==> config.mk <==
export PLATFORM = sky130hd
export DESIGN_NAME = pattern_scan_ctrl
export DESIGN_NICKNAME = d
export VERILOG_FILES = /design/src/rtl/pattern_scan_ctrl.sv
export SDC_FILE = /design/constraint.sdc
export NUM_CORES = 1
export LEC_CHECK = 0
export CORE_ASPECT_RATIO = 2
export CORE_MARGIN = 1.5
export CORE_UTILIZATION = 36
export CTS_BUF_LIST = sky130_fd_sc_hd__clkbuf_4 sky130_fd_sc_hd__clkbuf_8 sky130_fd_sc_hd__clkbuf_16
export CTS_CLUSTER_SIZE = 10
export DETAILED_ROUTE_END_ITERATION = 8
export DONT_BUFFER_PORTS = 1
export SYNTH_ARGS = -nofsm -noshare
export SYNTH_HDL_FRONTEND = slang
export SYNTH_SLANG_ARGS = --single-unit
export TNS_END_PERCENT = 10
==> constraint.sdc <==
create_clock -name clk -period 3.35 [get_ports clk]
set_input_delay 0.5025 -clock clk [delete_from_list [all_inputs] [get_ports clk]]
set_output_delay 0.5025 -clock clk [all_outputs]
set_load 0.05 [all_outputs]
==> src/rtl/pattern_scan_ctrl.sv <==
// Scan controller: accepts a word and pattern over valid/ready, shifts the word MSB-first
// through an overlapping Moore-style detector, counts matches and pulses done at the end.
// Optional feature: define SCAN_ABORT_EN to add an abort input that cancels a scan in
// SHIFT or FLUSH.
module pattern_scan_ctrl #(
  parameter int unsigned DATA_W = 16,
  parameter int unsigned PAT_W  = 4,
  parameter int unsigned CNT_W  = 5
) (
  input  logic              clk,
  input  logic              rst,
`ifdef SCAN_ABORT_EN
  input  logic              abort,
`endif
  input  logic              start_valid,
  output logic              start_ready,
  input  logic [DATA_W-1:0] data_in,
  input  logic [PAT_W-1:0]  pattern,
  output logic              busy,
  output logic              bit_out,
  output logic              bit_valid,
  output logic              match,
  output logic [CNT_W-1:0]  match_cnt,
  output logic              done
);

  localparam int unsigned IdxW  = (DATA_W > 1) ? $clog2(DATA_W) : 1;
  localparam int unsigned FillW = $clog2(PAT_W + 1);

  typedef enum logic [1:0] {StIdle, StShift, StFlush, StDone} state_e;

  state_e             state_q;
  logic [DATA_W-1:0]  word_q;
  logic [PAT_W-1:0]   pat_q;
  logic [PAT_W-1:0]   hist_q;
  logic [FillW-1:0]   fill_q;
  logic [IdxW-1:0]    idx_q;
  logic               match_q;
  logic [CNT_W-1:0]   cnt_q;

  logic               cur_bit;
  logic [PAT_W-1:0]   hist_nxt;
  logic [FillW-1:0]   fill_nxt;
  logic               hit;
  logic               abort_hit;

  // Detector view of the bit being shifted this cycle.
  always_comb begin
    cur_bit  = word_q[idx_q];
    hist_nxt = {hist_q[PAT_W-2:0], cur_bit};
    fill_nxt = (fill_q == FillW'(PAT_W)) ? fill_q : fill_q + 1'b1;
    hit      = (fill_nxt == FillW'(PAT_W)) && (hist_nxt == pat_q);
`ifdef SCAN_ABORT_EN
    abort_hit = abort && ((state_q == StShift) || (state_q == StFlush));
`else
    abort_hit = 1'b0;
`endif
  end

  // Outputs decoded from registered state; bit_out is held low outside SHIFT.
  always_comb begin
    start_ready = (state_q == StIdle);
    busy        = (state_q != StIdle);
    bit_valid   = (state_q == StShift);
    bit_out     = (state_q == StShift) ? cur_bit : 1'b0;
    done        = (state_q == StDone);
    match       = match_q;
    match_cnt   = cnt_q;
  end

  // Scan FSM with the detector history, fill count and saturating match counter.
  always_ff @(posedge clk or negedge rst) begin
    if (!rst) begin
      state_q <= StIdle;
      word_q  <= '0;
      pat_q   <= '0;
      hist_q  <= '0;
      fill_q  <= '0;
      idx_q   <= '0;
      match_q <= 1'b0;
      cnt_q   <= '0;
    end else if (abort_hit) begin
      state_q <= StIdle;
      match_q <= 1'b0;
      cnt_q   <= '0;
    end else begin
      unique case (state_q)
        StIdle: begin
          match_q <= 1'b0;
          if (start_valid) begin
            word_q  <= data_in;
            pat_q   <= pattern;
            hist_q  <= '0;
            fill_q  <= '0;
            cnt_q   <= '0;
            idx_q   <= IdxW'(DATA_W - 1);
            state_q <= StShift;
          end
        end
        StShift: begin
          hist_q  <= hist_nxt;
          fill_q  <= fill_nxt;
          match_q <= hit;
          if (hit && (cnt_q != {CNT_W{1'b1}})) begin
            cnt_q <= cnt_q + 1'b1;
          end
          if (idx_q == '0) begin
            state_q <= StFlush;
          end else begin
            idx_q <= idx_q - 1'b1;
          end
        end
        StFlush: begin
          match_q <= 1'b0;
          state_q <= StDone;
        end
        StDone: begin
          match_q <= 1'b0;
          state_q <= StIdle;
        end
        default: begin
          match_q <= 1'b0;
          state_q <= StIdle;
        end
      endcase
    end
  end

endmodule

# ---- Word-level counts from Yosys, hierarchy flattened
# Cells that the tools add are included.
dict set report op_classes {
  addsub 3
  muxes 18
  order_cmp 1
  eq_ne 11
  reduce_logical 12
}
# operator count
set op_table {}
lappend op_table {{3-bit one-hot mux with 2 select lines} 2}
lappend op_table {{5-bit 2-to-1 mux} 2}
lappend op_table {{5-bit one-hot mux with 2 select lines} 1}
lappend op_table {{3-bit 2-to-1 mux} 3}
lappend op_table {{4-bit 2-to-1 mux} 2}
lappend op_table {{2-bit one-hot mux with 4 select lines} 1}
lappend op_table {{4-bit one-hot mux with 2 select lines} 1}
lappend op_table {{3-bit equality test, second input constant} 2}
lappend op_table {{2-bit AND reduction} 3}
lappend op_table {{3-bit AND reduction} 2}
lappend op_table {{5-bit by 1-bit adder with 5-bit output, second input constant} 1}
lappend op_table {{4-bit by 5-bit less-than comparator with 1-bit output, second input constant} 1}
lappend op_table {{5-bit != test, second input constant} 1}
lappend op_table {{1-bit binary-select mux with 4-bit select} 1}
lappend op_table {{2-bit equality test, second input constant} 2}
lappend op_table {{4-bit equality test} 1}
lappend op_table {{4-bit zero test} 1}
lappend op_table {{2-bit 2-to-1 mux} 2}
lappend op_table {{2-bit by 1-bit != test with 1-bit output, second input constant} 2}
lappend op_table {{2-bit != test, second input constant} 2}
lappend op_table {{2-bit nonzero test} 2}
lappend op_table {{4-bit by 1-bit subtractor with 4-bit output, second input constant} 1}
lappend op_table {{3-bit by 1-bit adder with 3-bit output, second input constant} 1}
lappend op_table {{3-bit OR reduction} 1}
lappend op_table {{5 further kinds} 7}
dict set report word_totals {
  output_inout_bits 11
  elab_cells 53
  register_bits 38
  in_bits 23
}

# ---- Depth between registers and ports, before layout
# Gate-level depths: netlist (run 1).
dict set report depth {
  word_depth 7
  ltp_mapped 9
}

# ---- Worst setup path before layout (run 1)
# No wires, ideal clock.
dict set report synth_path {
  kind {reg2out}
  start {register state_q[1]}
  end {output port bit_out}
  arrival_time_ps 2080
  setup_slack_ps 767
  path_buffers 2
  path_stages_with_launch 6
  cell_sequence {dfrtp_1 > inv_1 > ha_1 > clkbuf_8 > dlygate4sd1_1 > and2_1}
}
dict set report synth_via {
  elab_chain_cells 2
}
# item line_no
set synth_rtl {}
lappend synth_rtl {{start: declaration} 32} ;# state_e state_q;
lappend synth_rtl {{start signal: assignment} 74} ;# state_q <= StIdle;
lappend synth_rtl {{start signal: assignment} 83} ;# state_q <= StIdle;
lappend synth_rtl {{start signal: assignment} 97} ;# state_q <= StShift;
lappend synth_rtl {{2-bit by 1-bit equality test with 1-bit output} --}
lappend synth_rtl {{via bit_valid} 21} ;# output logic bit_valid,
lappend synth_rtl {{1-bit 2-to-1 mux} 65} ;# bit_out = (state_q == StShift) ? cur_bit : 1'b0;
lappend synth_rtl {{end: declaration} 20} ;# output logic bit_out,
# The timed path passes the listed nets, and every way through them passes these cells.

# ---- Worst setup path in the final report (run 1)
dict set report layout_path {
  start {register idx_q[0]}
  end {output port bit_out}
}
dict set report layout_via {
  elab_chain_cells 3
}
# item line_no
set layout_rtl {}
lappend layout_rtl {{start: declaration} 37} ;# logic [IdxW-1:0] idx_q;
lappend layout_rtl {{start signal: assignment} 96} ;# idx_q <= IdxW'(DATA_W - 1);
lappend layout_rtl {{start signal: assignment} 110} ;# idx_q <= idx_q - 1'b1;
lappend layout_rtl {{1-bit binary-select mux with 4-bit select} 49} ;# cur_bit = word_q[idx_q];
lappend layout_rtl {{1-bit 2-to-1 mux (not written as such)} 49}
lappend layout_rtl {{1-bit 2-to-1 mux} 65}
# No other way between the ends. The select of a mux whose other input is x is not followed.

==> results.yml, run 1 <==
pwr:
  p_per_area_mw_per_mm2: 978.6
  finalPower_mw: 2.166
  power.leakage_nw: 1.003
  ir_drop_mv: 0.4589
synth:
  async_flop_share_pct: 100.0
  postSynthCellCount: 171
  mappedNetlistNets: 204
  ys_seq_area_share_pct: 45.95
  syn-cell-area_sq_mm: 0.002069
  ys_warn_count: 0
  synth_area_per_cell_sq_um: 12.10
  synthDistinctLibCells: 49
  ys_seq_elements: 38
  ys.flop_type: "dfrtp_1"
  synth-edff-count: 0
global_route:
  grt-ovfl-total: 0
  top_usage_layer: "met2"
  grtUsageMet2_pct: 29.24
  grt_pass1_vias: 1494
  grt_max_degree: 39
  use_met1_pct: 13.06
  grt_pass1_wl_microns: 7079
  antenna_found_initial: 0
  grt_use_total_pct: 15.25
  met3_usage_pct: 3.617
critical_path:
  crit_buf_inv: 0
  worstReg2RegEnd: "match_cnt[3]"
  slowest_delay_ns: 0.58
  crit_chain: "mux4_2, a22oi_4, nand3_2, and2_1"
  crit_path_start_kind: "register"
  r2r_setup_slack_ns: 0.98
  worstPathArrival_ns: 2.09
  rr_startpoint: "fill_q[0]"
  required_ns: 2.85
  crit_family: "multiplexers"
  rr_worst_depth: 8
  path_class: "reg -> out"
  path_max_fanout: 8
  endpoint_kind: "output pin"
  critPathSlowestCell: "mux4_2"
route:
  wl_per_cell_microns: 18.27
  drt-vias-per-instance: 5.932
  drtIter0Drc: 22
  drtAntennaViolNets: 0
  firstDrtPassIters: 4
  drc_errors: 0
  dr_total_vias: 1394
  wl_microns: 4294
cells_and_area:
  drive_gt1_share_pct: 27.43
  antenna_cells: 0
  finalInstanceArea_sq_mm: 0.002213
  n_fill_cell: 506
  areaGrowthSynthToFinish_pct: 6.953
  layoutNonFillerInstCount: 235
  nets: 207
placed_design:
  io_buffers: 0
  routabilityCongestion: 0.8090
  place_hpwl_microns: 3338
  place_inst: 226
  placed_area_sq_mm: 0.002098
run:
  cap_violations: 0
clock_tree:
  cts.repair.resized: 0
  h-tree-depth: 2
  cts_tree: "yes"
  clk_pin_slew_ns: 0.08
  clk_latency_ns: 0.29
  cts_root_buffer: "clkbuf_8"
  cts_inserted_buffers: 5
  clock-sinks: 38
  cts.path.max_buffers: 2
die:
  die-height_microns: 110.2
  num_rows: 38
  core_sq_mm: 0.005468
  io_pins: 34
  die_w_microns: 56.61
  initial_core_util_pct: 37.85
  dieArea_sq_mm: 0.006240
timing:
  slew_viol_final: 0
  post-route-period-util_pct: 77.30
  fin_skew_ns: 0.008397
  holdWs_ns: 0.04169
  max_freq_mhz: 386.2
  layout_min_cycle_time_ns: 2.589
  rsz0062_at_grt: "false"
  final-setup-viol-count: 0
  setup_tns_ns: 0
  worstMarginPinSlew_ns: 0.5951
  slew_headroom_pct: 60.19
  hold_violations: 0
run_status:
  outcome: "finished clean"
hold_path:
  hp-class: "in -> async"
[Yosys cell counts, types with 3 or more instances]
cell	number	area share, %
xor2_1	4	1.7
nand4_1	3	0.91
nand2b_1	3	0.91
a21oi_1	6	1.5
clkbuf_8	3	2.0
a22o_1	4	1.7
ha_1	10	6.0
o21ai_0	6	1.5
inv_1	8	1.5
nand3_1	5	1.2
nand2_1	6	1.1
o21ai_1	3	0.73
clkbuf_1	3	0.54
nor2_1	7	1.3
mux2_2	20	11
dfrtp_1	38	46
o211ai_1	4	1.5
[power by group]
part | switching [mW] | internal, mW | total, mW
Clock | 0.154 | 0.174 | 0.329
Combinational | 0.557 | 0.448 | 1.01
Sequential | 0.183 | 0.649 | 0.832
Total | 0.895 | 1.27 | 2.17
[worst max-delay path by stage]
stage / startpoint / to / slack, ns / cells past startpoint
finish: idx_q[0] / bit_out / 0.76 / 4
CTS: idx_q[0] / bit_out / 0.74 / 4
detailed placement: fill_q[0] / match_cnt[3] / 0.98 / 8
global placement: match_cnt[0] / match_cnt[3] / 1.01 / 8
global route: idx_q[0] / bit_out / 0.64 / 4
floorplan: state_q[1] / bit_out / 0.77 / 5
[routing by layer]
metal	vias up	share of wire, %	wire length (microns)
met2	30	60	2573
met4	0	4.7	201
met1	717	32	1379
met5	-	0	0
met3	11	3.2	139
li1	636	-	-
[sequential cells by signal, summed over array words and instances (netlist names)]
register,count
match_cnt,5
fill_q,3
match,1
hist_q,3
word_q,16
idx_q,4
pat_q,4
state_q,2
[metrics by stage]
| step | utilization [%] | setup WS, ns |
|---|---|---|
| 4_1_cts | 40.48 | 0.7443 |
| 2_1_floorplan | - | 0.7671 |
| 3_5_place_dp | 38.38 | 0.9813 |
| 3_3_place_gp | 38.38 | 1.010 |
| 6_report | 40.48 | 0.7605 |
| 5_1_grt | 40.48 | 0.6447 |
[kinds of logic after synthesis]
| family | after synthesis | synth area share [%] |
|---|---|---|
| xor gates and xnor gates | 4 | 1.693 |
| DFF | 38 | 45.95 |
| muxes | 26 | 16.81 |
| adders and majority gates | 10 | 6.046 |
| and+or+nand+nor | 42 | 12.52 |
| buffers and inverters | 17 | 5.139 |
| AOI/OAI and AO/OA | 34 | 11.85 |
[cell usage in the layout, fill, tap and decap left out, drive strengths merged, types with 6 or more instances in the layout]
master / synthesis / routed
nor2: 8 / 8
nand2: 7 / 7
ha: 10 / 10
inv: 8 / 8
dfrtp: 38 / 38
o21ai: 9 / 9
nand3: 6 / 6
mux2: 21 / 21
clkbuf: 6 / 7
a21oi: 6 / 6
[worst reg2reg max path, stage by stage, from the launching register on]
cell and delay, ns:
dfrtp_1 0.43, inv_1 0.10, ha_1 0.25, or3b_1 0.39
a31oi_1 0.30, nand2_1 0.14, nor4b_2 0.31, xor2_1 0.11
a32o_2 0.24
[repair_timing]
item / 4_1_cts / 5_1_grt
hold endpoints to repair: 38 / 0
endpoints found under the setup margin: 0 / 0
buffers inserted: 0 / 0
hold buffers: 1 / 0
[cell type report]
class / count / area, sq um / share of cell area (%)
timing repair buffer: 5 / 50.05 / 2.261
clock inverter: 1 / 5.005 / 0.2261
multi-input combinational: 116 / 1012 / 45.73
sequential: 38 / 950.9 / 42.96
inverter: 8 / 30.03 / 1.357
clock buffer: 7 / 90.09 / 4.070
tap: 60 / 75.07 / 3.392
(Power assumes the default switching activity.)
==> run 2: changes to the inputs <==
clock period = 2.5 ns   (was 3.35 ns; I/O delays follow)
==> run 2 against run 1 <==
Effect of this change:
- first-iteration DRC count increased by 82%
- via count down 2.2%
- count of clock-buffer cells in the layout unchanged
- critical path depth is 1 higher
- global-route usage grew 0.15 points
- die area stayed put
- flip-flop and latch count is the same
- register-to-register slack got worse by 0.86 ns
- worst setup slack worse by 0.65 ns
- final area is 2.9% higher
- critical endpoint unchanged
- largest cell class unchanged
==> results.yml, run 2 (synthesis gave the netlist of run 1 again) <==
timing:
  slew_viol_final: 0
  setup_tns_ns: 0
  post-route-period-util_pct: 95.65
  max_freq_mhz: 418.2
  rsz0062_at_grt: "false"
  final-setup-viol-count: 0
  layout_min_cycle_time_ns: 2.391
  fin_skew_ns: 0.01253
  worstMarginPinSlew_ns: 0.5831
  holdWs_ns: 0.2170
  setup_ws_ns: 0.1087
  hold_violations: 0
  slew_headroom_pct: 60.99
global_route:
  grt_use_total_pct: 15.39
  top_usage_layer: "met2"
  use_met1_pct: 13.66
  antenna_found_initial: 0
  grt_pass1_wl_microns: 7182
  grt-ovfl-total: 0
  met3_usage_pct: 3.501
  grt_pass1_vias: 1486
  grt_max_degree: 39
  grtUsageMet2_pct: 30.73
route:
  wl_per_cell_microns: 17.76
  wl_microns: 4281
  dr_total_vias: 1364
  drtIter0Drc: 40
  drc_errors: 0
  drt-vias-per-instance: 5.660
  drtAntennaViolNets: 0
  firstDrtPassIters: 4
clock_tree:
  clk_latency_ns: 0.31
  cts.path.max_buffers: 2
  cts_root_buffer: "clkbuf_8"
  clk_pin_slew_ns: 0.07
  cts_tree: "yes"
  clock-sinks: 38
  cts_inserted_buffers: 5
  h-tree-depth: 2
cells_and_area:
  antenna_cells: 0
  register_area_sq_um: 952.2
  final_cell_mix: "37 x dfrtp_1, 20 x mux2_2, 10 x ha_1"
  drive_gt1_share_pct: 29.83
  areaGrowthSynthToFinish_pct: 10.10
  largest_reg_flops: 16
  nets: 214
  multiInputGateArea_sq_mm: 0.001020
  n_fill_cell: 518
  layout_commonest_cell: "dfrtp_1"
  regMostFlops: "word_q"
pwr:
  p_per_area_mw_per_mm2: 1289
  switching_share_pct: 40.80
  seqPwrFrac_pct: 37.1
  intPower_mw: 1.739
  power_switching_mw: 1.198
  combPwrFrac_pct: 48.6
  ir_drop_mv: 0.7181
  power.leakage_nw: 1.036
  clockPowerShare_pct: 14.4
die:
  num_rows: 38
  die-height_microns: 110.2
  dieArea_sq_mm: 0.006240
  initial_core_util_pct: 37.85
  die_w_microns: 56.61
  core_sq_mm: 0.005468
  io_pins: 34
placed_design:
  place_hpwl_microns: 3269
  routabilityCongestion: 0.8104
  place_ws_ns: 0.1557
  io_buffers: 0
critical_path:
  r2r_setup_slack_ns: 0.12
  endpoint_kind: "output pin"
  crit_path_start_kind: "register"
  path_max_fanout: 8
  path_class: "reg -> out"
  required_ns: 2.12
  worstPathArrival_ns: 2.02
run_status:
  outcome: "finished clean"
hold_path:
  hp-class: "in -> reg"
run:
  cap_violations: 0
-- run 2: cell count changes in the layout (fill, tap and decap cells not counted), sizes merged --
cell	previous run	this run
buf	5	11
dlygate4sd3	0	1
clkinv	1	0
-- run 2: layout make-up --
| class | count | area share [%] |
|---|---|---|
| clock buffers | 7 | 3.679 |
| inverters | 8 | 1.318 |
| multi-input cells | 116 | 44.76 |
| flip-flops and latches | 38 | 41.79 |
| well taps | 60 | 3.295 |
| repair buffers | 12 | 5.162 |
-- run 2: path summary, 6_finish.rpt --
check | start | to | cells after the start
worst min register to register | word_q[2] | word_q[2] | 1
worst max register to register | fill_q[0] | match_cnt[3] | 8
max in group asynchronous | rst | pat_q[1] | 2
worst min-delay path | data_in[0] | word_q[0] | 1
min in group asynchronous | rst | word_q[0] | 2
worst max-delay path | idx_q[0] | bit_out | 5
-- run 2: critical path: stages (launching register included) --
cell and delay [ns]:
dfrtp_2 0.47, mux4_2 0.55, a22oi_4 0.23, nand3_4 0.11, and2_1 0.20, buf_12 0.15
-- run 2: timing repair --
item,CTS,global route
buffers inserted,0,1
hold buffers,2,0
hold endpoints to repair,38,0
resized for setup,1,1
setup endpoints to repair,1,1
-- run 2: metrics by stage --
stage | cells | utilization (%) | power [mW] | cell area [sq um]
global route | 241 | 41.67 | 3.149 | 2278
floorplan | 171 | - | 2.203 | 2069
detailed placement | 231 | 39.29 | 2.506 | 2148
global placement | 231 | 39.29 | 2.437 | 2148
finish | 241 | 41.67 | 2.937 | 2278
CTS | 240 | 41.40 | 2.959 | 2263
-- run 2: power by group through the flow --
| stage | logic [mW] | clock network, mW | registers (mW) |
|---|---|---|---|
| finish | 1.43 | 0.422 | 1.09 |
| global route | 1.56 | 0.456 | 1.13 |
| floorplan | 1.20 | 0 | 1.01 |
| global placement | 1.35 | 0 | 1.09 |
| CTS | 1.42 | 0.440 | 1.10 |
| detailed placement | 1.40 | 0 | 1.11 |
-- run 2: per-layer routing --
layer | part of all wire, % | vias to the layer above
met5 | 0 | -
met4 | 2.6 | 0
met3 | 3.8 | 9
met2 | 61 | 26
met1 | 32 | 687
li1 | - | 642
==> run 3: changes to the inputs <==
ABC_AREA = 0   (was default)
==> results of run 3 <==
The final DEF is identical to that of run 2; final timing and power are the same.
